File: config.mk
export PLATFORM = sky130hd
export DESIGN_NAME = k_counter_flat
export DESIGN_NICKNAME = d
export VERILOG_FILES = /design/src/rtl/k_counter_if.sv /design/src/rtl/k_counter.sv /design/src/flat_wrapper.sv
export SDC_FILE = /design/constraint.sdc
export NUM_CORES = 1
export LEC_CHECK = 0
export ABC_AREA = 1
export BUFFER_PORTS_ARGS = -buffer_cell sky130_fd_sc_hd__buf_2
export CAP_MARGIN = 10
export CORE_MARGIN = 3
export CORE_UTILIZATION = 30
export DETAILED_ROUTE_END_ITERATION = 6
export HOLD_SLACK_MARGIN = 0.1
export PLACE_DENSITY_LB_ADDON = 0.2
export SLEW_MARGIN = 20
export SYNTH_ARGS = -nofsm -noshare
export SYNTH_HDL_FRONTEND = slang
export SYNTH_SLANG_ARGS = --single-unit
File: constraint.sdc
create_clock -name clk -period 2.3 [get_ports clk]
set_input_delay 0.23 -clock clk [delete_from_list [all_inputs] [get_ports clk]]
set_output_delay 0.23 -clock clk [all_outputs]
set_load 0.01 [all_outputs]
File: src/rtl/k_counter_if.sv
// Loop-filter bus: phase-error inputs from the detector, carry/borrow and status
// out to the ID counter.
interface k_counter_if #(
    parameter int CNT_W = 16
);
    logic             enable;
    logic             dnUp;
    logic [CNT_W-1:0] kMod;
    logic             carry;
    logic             borrow;
    logic [CNT_W-1:0] upCnt;
    logic [CNT_W-1:0] dnCnt;
    logic             locked;

    modport master (
        output enable, dnUp, kMod,
        input  carry, borrow, upCnt, dnCnt, locked
    );

    modport slave (
        input  enable, dnUp, kMod,
        output carry, borrow, upCnt, dnCnt, locked
    );
endinterface

File: src/rtl/k_counter.sv
// DPLL K counter: twin modulo-K error integrators with carry/borrow pulses and lock detect.
// Optional KCNT_CLEAR_OPPOSITE_EN: a pulse also clears the opposite counter (random-walk filter).
module k_counter #(
    parameter int CNT_W       = 16,
    parameter int LOCK_W      = 8,
    parameter int LOCK_THRESH = 200
) (
    input  logic        clk,
    input  logic        reset,
    k_counter_if.slave  bus
);
    localparam logic [LOCK_W-1:0] LP_THRESH = LOCK_W'(LOCK_THRESH);

    logic [CNT_W-1:0]  r_up;
    logic [CNT_W-1:0]  r_dn;
    logic              r_carry;
    logic              r_borrow;
    logic [LOCK_W-1:0] r_quiet;
    logic              r_locked;

    logic [CNT_W-1:0]  w_keff_m1;
    logic              w_up_cnt;
    logic              w_dn_cnt;
    logic              w_carry_nxt;
    logic              w_borrow_nxt;

    // ">=" rather than "==" so a run-time K decrease never skips a wrap
    always_comb begin
        w_keff_m1    = (bus.kMod < CNT_W'(2)) ? CNT_W'(1) : bus.kMod - CNT_W'(1);
        w_up_cnt     = bus.enable && !bus.dnUp;
        w_dn_cnt     = bus.enable &&  bus.dnUp;
        w_carry_nxt  = w_up_cnt && (r_up >= w_keff_m1);
        w_borrow_nxt = w_dn_cnt && (r_dn >= w_keff_m1);
    end

    always_ff @(posedge clk or negedge reset) begin
        if (!reset) begin
            r_up     <= '0;
            r_dn     <= '0;
            r_carry  <= 1'b0;
            r_borrow <= 1'b0;
            r_quiet  <= '0;
            r_locked <= 1'b0;
        end else begin
            r_carry  <= w_carry_nxt;
            r_borrow <= w_borrow_nxt;

            if (w_up_cnt)
                r_up <= w_carry_nxt ? '0 : r_up + CNT_W'(1);
`ifdef KCNT_CLEAR_OPPOSITE_EN
            else if (w_borrow_nxt)
                r_up <= '0;
`endif

            if (w_dn_cnt)
                r_dn <= w_borrow_nxt ? '0 : r_dn + CNT_W'(1);
`ifdef KCNT_CLEAR_OPPOSITE_EN
            else if (w_carry_nxt)
                r_dn <= '0;
`endif

            // quiet is zero in the same cycle the pulse is visible
            if (w_carry_nxt || w_borrow_nxt)
                r_quiet <= '0;
            else if (bus.enable && (r_quiet != LP_THRESH))
                r_quiet <= r_quiet + LOCK_W'(1);

            r_locked <= (r_quiet == LP_THRESH);
        end
    end

    assign bus.carry  = r_carry;
    assign bus.borrow = r_borrow;
    assign bus.upCnt  = r_up;
    assign bus.dnCnt  = r_dn;
    assign bus.locked = r_locked & ~(r_carry | r_borrow);
endmodule

File: src/flat_wrapper.sv
// flat-port wrapper written by rule: the top's interface ports become plain ports
module k_counter_flat 
#(
    parameter int CNT_W       = 16,
    parameter int LOCK_W      = 8,
    parameter int LOCK_THRESH = 200
)
  (clk, reset, bus_enable, bus_dnUp, bus_kMod, bus_carry, bus_borrow, bus_upCnt, bus_dnCnt, bus_locked);
  k_counter_if #(.CNT_W(CNT_W)) bus_i ();
  input  logic clk;
  input  logic reset;
  input wire logic [$bits(bus_i.enable)-1:0] bus_enable;
  input wire logic [$bits(bus_i.dnUp)-1:0] bus_dnUp;
  input wire logic [$bits(bus_i.kMod)-1:0] bus_kMod;
  output wire logic [$bits(bus_i.carry)-1:0] bus_carry;
  output wire logic [$bits(bus_i.borrow)-1:0] bus_borrow;
  output wire logic [$bits(bus_i.upCnt)-1:0] bus_upCnt;
  output wire logic [$bits(bus_i.dnCnt)-1:0] bus_dnCnt;
  output wire logic [$bits(bus_i.locked)-1:0] bus_locked;
  assign bus_i.enable = bus_enable;
  assign bus_i.dnUp = bus_dnUp;
  assign bus_i.kMod = bus_kMod;
  assign bus_carry = bus_i.carry;
  assign bus_borrow = bus_i.borrow;
  assign bus_upCnt = bus_i.upCnt;
  assign bus_dnCnt = bus_i.dnCnt;
  assign bus_locked = bus_i.locked;
  k_counter #(.CNT_W(CNT_W), .LOCK_W(LOCK_W), .LOCK_THRESH(LOCK_THRESH)) u_core (.clk(clk), .reset(reset), .bus(bus_i));
endmodule
# After elaboration in Yosys (flattened, before gate mapping)
# Cells that the tools add are included.
# Widths: inputs -> output; s select.
totals:
  reg_bits: 43
  inputBits: 20
  out_inout_bits: 35
  word_cells: 31
classes:
  add_sub_neg: 4
  magnitude_cmp: 3
  eq_ne: 2
  n_mux: 5
  bitwise_logic: 3
  n_reduce_logical: 8
ops:
  columns: ["op", "n"]
  rows:
  - ["$mux 16", 3]
  - ["$add 16x1->16 const B", 2]
  - ["$ge 16x16->1", 2]
  - ["$lt 16x2->1 const B", 1]
  - ["$mux 8", 2]
  - ["$sub 16x1->16 const B", 1]
  - ["$add 8x1->8 const B", 1]
  - ["$eq 8x8->1 const B", 1]
  - ["$ne 8x8->1 const B", 1]
  - ["$logic_and 1x1->1", 5]
  - ["$reduce_bool 2->1", 1]
  - ["$and 1x1->1", 1]
  - ["$logic_not 1->1", 1]
  - ["$logic_or 1x1->1", 1]
  - ["$not 1->1", 1]
  - ["$or 1x1->1", 1]

# Logic depth before layout (Yosys ltp)
depth:
  depth_word: 6
  mapped_depth: 22
  ltp_nobuf: 20

# Worst setup path after synthesis
# Ideal clock, no wire load.
synth_path:
  kind: "input -> register"
  from: "in bus_kMod[0]"
  to: "reg u_core.r_quiet[0]"
  setup_ps: 74
  arrival_ps: 2382
  required_time_ps: 2226
  slack_ps: -156
  path_stages: 16
  path_buffers: 0
  path_cell_list: "inv_1 > ha_1 > inv_1 > nor2_1 > nand2_1 > inv_1 > a21oi_1 > nand3b_1 > ha_1 > nand2_1 > o21ai_0 > a21oi_1 > nand2_1 > nand2_1 > nand2_1 > nor2_1"
synth_via:
  elab_chain_len: 6
  word_cells_on_any_way: 10
  classes_between: "add/sub: 1; order compare: 3; mux: 2; reduce/logical: 4"
synth_rtl:
  columns: ["item", "line_no", "source"]
  rows:
  - ["start, declared", "flat_wrapper.sv:14", "input wire logic [$bits(bus_i.kMod)-1:0] bus_kMod;"]
  - ["$sub 16x1->16 / $lt 16x2->1 (equally long branches)", "k_counter.sv:29", "w_keff_m1 = (bus.kMod < CNT_W'(2)) ? CNT_W'(1) : bus.kMod - CNT_W'(1);"]
  - ["$mux 16 *", "k_counter.sv:29", null]
  - ["$ge 16x16->1, on equally long branches", "k_counter.sv:32, k_counter.sv:33", null]
  - ["$logic_and 1x1->1, on equally long branches", "k_counter.sv:32, k_counter.sv:33", null]
  - ["$logic_or 1x1->1 *", "k_counter.sv:63", "if (w_carry_nxt || w_borrow_nxt)"]
  - ["$mux 8 / $reduce_bool 2->1 (equally long branches)", null, null]
  - ["end signal, assigned", "k_counter.sv:66", "r_quiet <= r_quiet + LOCK_W'(1);"]
  - ["end, declared", "k_counter.sv:18", "logic [LOCK_W-1:0] r_quiet;"]
# Every way passes the cells marked *; elsewhere a longest branch is shown, timed or not.
# A chain may end at the register's enable or synchronous reset.

# Final worst setup path
layout_path:
  from: "in bus_kMod[2]"
  to: "reg u_core.r_dn[6], in the netlist u_core.bus.dnCnt[6]"
layout_via:
  elab_chain_len: 5
  word_cells_on_any_way: 6
  classes_between: "add/sub: 1; order compare: 2; mux: 2; reduce/logical: 1"
layout_rtl:
  columns: ["item", "line_no", "source"]
  rows:
  - ["$sub 16x1->16 / $lt 16x2->1 (equally long branches)", "k_counter.sv:29", null]
  - ["$mux 16 *", "k_counter.sv:29", null]
  - ["$ge 16x16->1 *", "k_counter.sv:33", "w_borrow_nxt = w_dn_cnt && (r_dn >= w_keff_m1);"]
  - ["$logic_and 1x1->1 *", "k_counter.sv:33", null]
  - ["$mux 16 *", "k_counter.sv:56", "r_dn <= w_borrow_nxt ? '0 : r_dn + CNT_W'(1);"]
  - ["end signal, assigned", "k_counter.sv:56", null]
  - ["end, declared", "k_counter.sv:15", "logic [CNT_W-1:0] r_dn;"]
# Marks and branches as above.

==> out/qor.csv <==
metric,value,unit
number of remaining DRC errors,0,
Max clock buf depth,2,
"Core Util, Final",0.4812,
main area contributors after synthesis,"dfrtp_1 32%, ha_1 14%, nand2_1 13%",
drt pass-1 iters,4,
sw frac,0.3834,
diode count,0,
Max-Cap Viols,0,
Mean Syn Cell Area,6.986,µm²
CTS root buf,clkbuf_16,
Clock Power Share,0.235,
status,"finished, violations left",
Starting Density,0.3098,
Seq cells post-synth,43,
initial antenna violation count,0,
top cell type by total area after synthesis,dfrtp_1,
placer congestion estimate,0.8267,
Arrival @ worst endpoint,2520,ps
CP Launch Type,primary input,
Slew Limit Fails,0,
"Hold Violations, Final",0,
skew final,3.877,ps
Critical Path Fanout Max,5,
Num CTS Buffers,5,
Die Span X,112.3,µm
DRT iter0 DRCs,164,
I/O Buffers,54,
Die Footprint,0.01261,mm²
core area,0.01094,mm²
setup ws final,-43.45,ps
top-area cell type share of the netlist area,0.3176,
H-tree levels,2,
post-synth cell types,28,
Lkg Pwr,2.591,nW
first-pass GRT wire length,17.14,mm
# rows,38,
Finished Cell Area,0.005263,mm²
required time of the critical path,2470,ps
Final setup viols,12,
ANT nets after route,0,
Via Count,3635,
"commonest non-fill, non-tap cell in the layout",nand2_1,
Mapped Cells,485,
Die Y,112.3,µm
worst r2r path cells,11,
IO Pins,55,
NetSw,1.172,mW
GRT overflow,0,
internal power,1.884,mW
Flop pwr share,0.354,
fill count,1098,
Hold Path Depth,4,
"Seq/Total Area, Yosys",0.3176,
Total Routing Usage GR,0.1673,
Tightest Pin Transition,709.5,ps
fmax,0.4267,GHz
Rel. slew slack,0.5270,
Post-Syn Nets,542,
WS Path Type,in -> reg,
CTS sink count,43,
failing checks,setup timing,
Placed Area,0.004268,mm²
hold_ws,302.1,ps
Hold Crit Class,in -> reg,
Clock Pin Slew Worst Setup and Hold Paths,60,ps
Comb power frac,0.411,
worst-skew pair later-pin latency,290,ps
critical path endpoint category,flop,
Post-Syn Area,0.003388,mm²
most frequent cells in the layout,"99 x nand2_1, 71 x buf_4, 59 x nor2_1, 50 x inv_1, 47 x buf_2",
vias per inst,4.739,
routed len/inst,14.27,µm
Power Density,580.6,mW/mm²
Final nets,684,
RSZ-0062 raised after global routing,true,
Final Cycle Share,1.019,
Post-DP HPWL,7.977,mm
Final Critical Period,2343,ps
Routed WL,10.94,mm
P&R area growth vs syn,55.32,%
overall power,3.056,mW
YS warnings,0,
share of cells above drive strength 1,0.4003,
maximum VDD drop,0.3105,mV
largest net degree at the start of global routing,31,
vias in the first global route,3543,
CTS tree,yes,
final timing paths:
check	slack (ps)	end	start
worst max-delay path	-40	u_core.bus.dnCnt[6]	bus_kMod[2]
worst min-delay path	300	u_core.bus.upCnt[14]	bus_dnUp
worst max register to register	420	u_core.bus.upCnt[15]	u_core.bus.upCnt[7]
worst min register to register	550	u_core.r_quiet[7]	u_core.r_quiet[7]
max in group asynchronous	1160	u_core.bus.dnCnt[2]	reset
min in group asynchronous	540	u_core.bus.upCnt[15]	reset
through the flow:
| step | setup slack, ps | TNS, ps | std cells |
|---|---|---|---|
| final | -43.45 | -227.6 | 767 |
| after floorplan | 0.4496 | 0 | 485 |
| after detailed placement | -704.5 | -24060 | 733 |
| after global routing | -197.7 | -5127 | 767 |
| after global placement | -612.6 | -20780 | 733 |
| after CTS | -12.29 | -12.45 | 753 |
flip-flops by register name, indices dropped and copies added (netlist names):
register,count
u_core.r_quiet,8
u_core.r_locked,1
u_core.bus.borrow,1
u_core.bus.upCnt,16
u_core.bus.dnCnt,16
u_core.bus.carry,1
repair_timing:
action | 4_1_cts | 5_1_grt
resized for setup | 57 | 102
setup endpoints to repair | 42 | 42
pin swaps | 19 | 40
cloned | 2 | 0
setup buffers | 10 | 14
hold buffers | 1 | 0
endpoints found under the hold margin | 28 | 0
power by group through the flow:
stage          Sequential (mW)  Clock [mW]  Combinational [mW]
6_report                  1.08       0.717                1.26
2_1_floorplan             1.10           0               0.573
3_3_place_gp              1.08           0                1.05
3_5_place_dp              1.08           0                1.07
5_1_grt                   1.10       0.779                1.44
4_1_cts                   1.07       0.736                1.13
synth_stat cells:
library cell and instances:
buf_2 2, inv_1 61, o21ai_2 1, or2_2 3, o21ai_0 15, nor3_1 11, and2_1 1, nand3b_1 4
nand3_2 1, nor2_1 87, dfrtp_1 43, nor2_4 1, o21bai_1 2, nor4_1 1, a21boi_0 1, ha_1 37
nand4_1 16, inv_2 2, a21bo_2 1, xnor2_1 6, nor3b_1 1, nor2_2 2, nand2_1 120, nand3_1 29
a21oi_1 18, a31o_2 2, xor2_1 16, o22ai_1 1
area by class of cell:
class	instances	area [µm²]	area share
repair inverters	1	7.507	0.001427
well taps	140	175.2	0.03329
flip-flops and latches	43	1076	0.2045
inverters	63	250.2	0.04755
clock inverters	1	5.005	0.0009510
clock buffers	6	138.9	0.02639
repair buffers	135	965.9	0.1835
multi-input cells	378	2644	0.5024
critical path: stages:
cell	delay, ps
buf_8	110
nor2_4	120
nand2_2	80
nor2_4	140
nand3_2	90
nor2_2	150
a21oi_1	80
nand3b_1	230
buf_4	180
ha_1	300
nand2_1	90
nor3_2	200
nand2_2	90
nand2_2	110
nand2_8	100
buf_6	130
nand2_1	50
nor2_1	40
routing by layer:
metal	routed length (µm)	vias to the layer above	GRT usage
li1	-	1853	-
met1	5116	1699	0.2264
met2	5167	62	0.2737
met3	370	21	0.03073
met4	287	0	0.04808
met5	0	-	0
logic make-up after synthesis:
family | synth area share
buffers and inverters | 0.07275
AOI/OAI and AO/OA | 0.06795
and+or+nand+nor | 0.3482
xor gates and xnor gates | 0.05687
DFF | 0.3176
adders and majority gates | 0.1366
No activity file was read; power rests on OpenSTA's default activity.
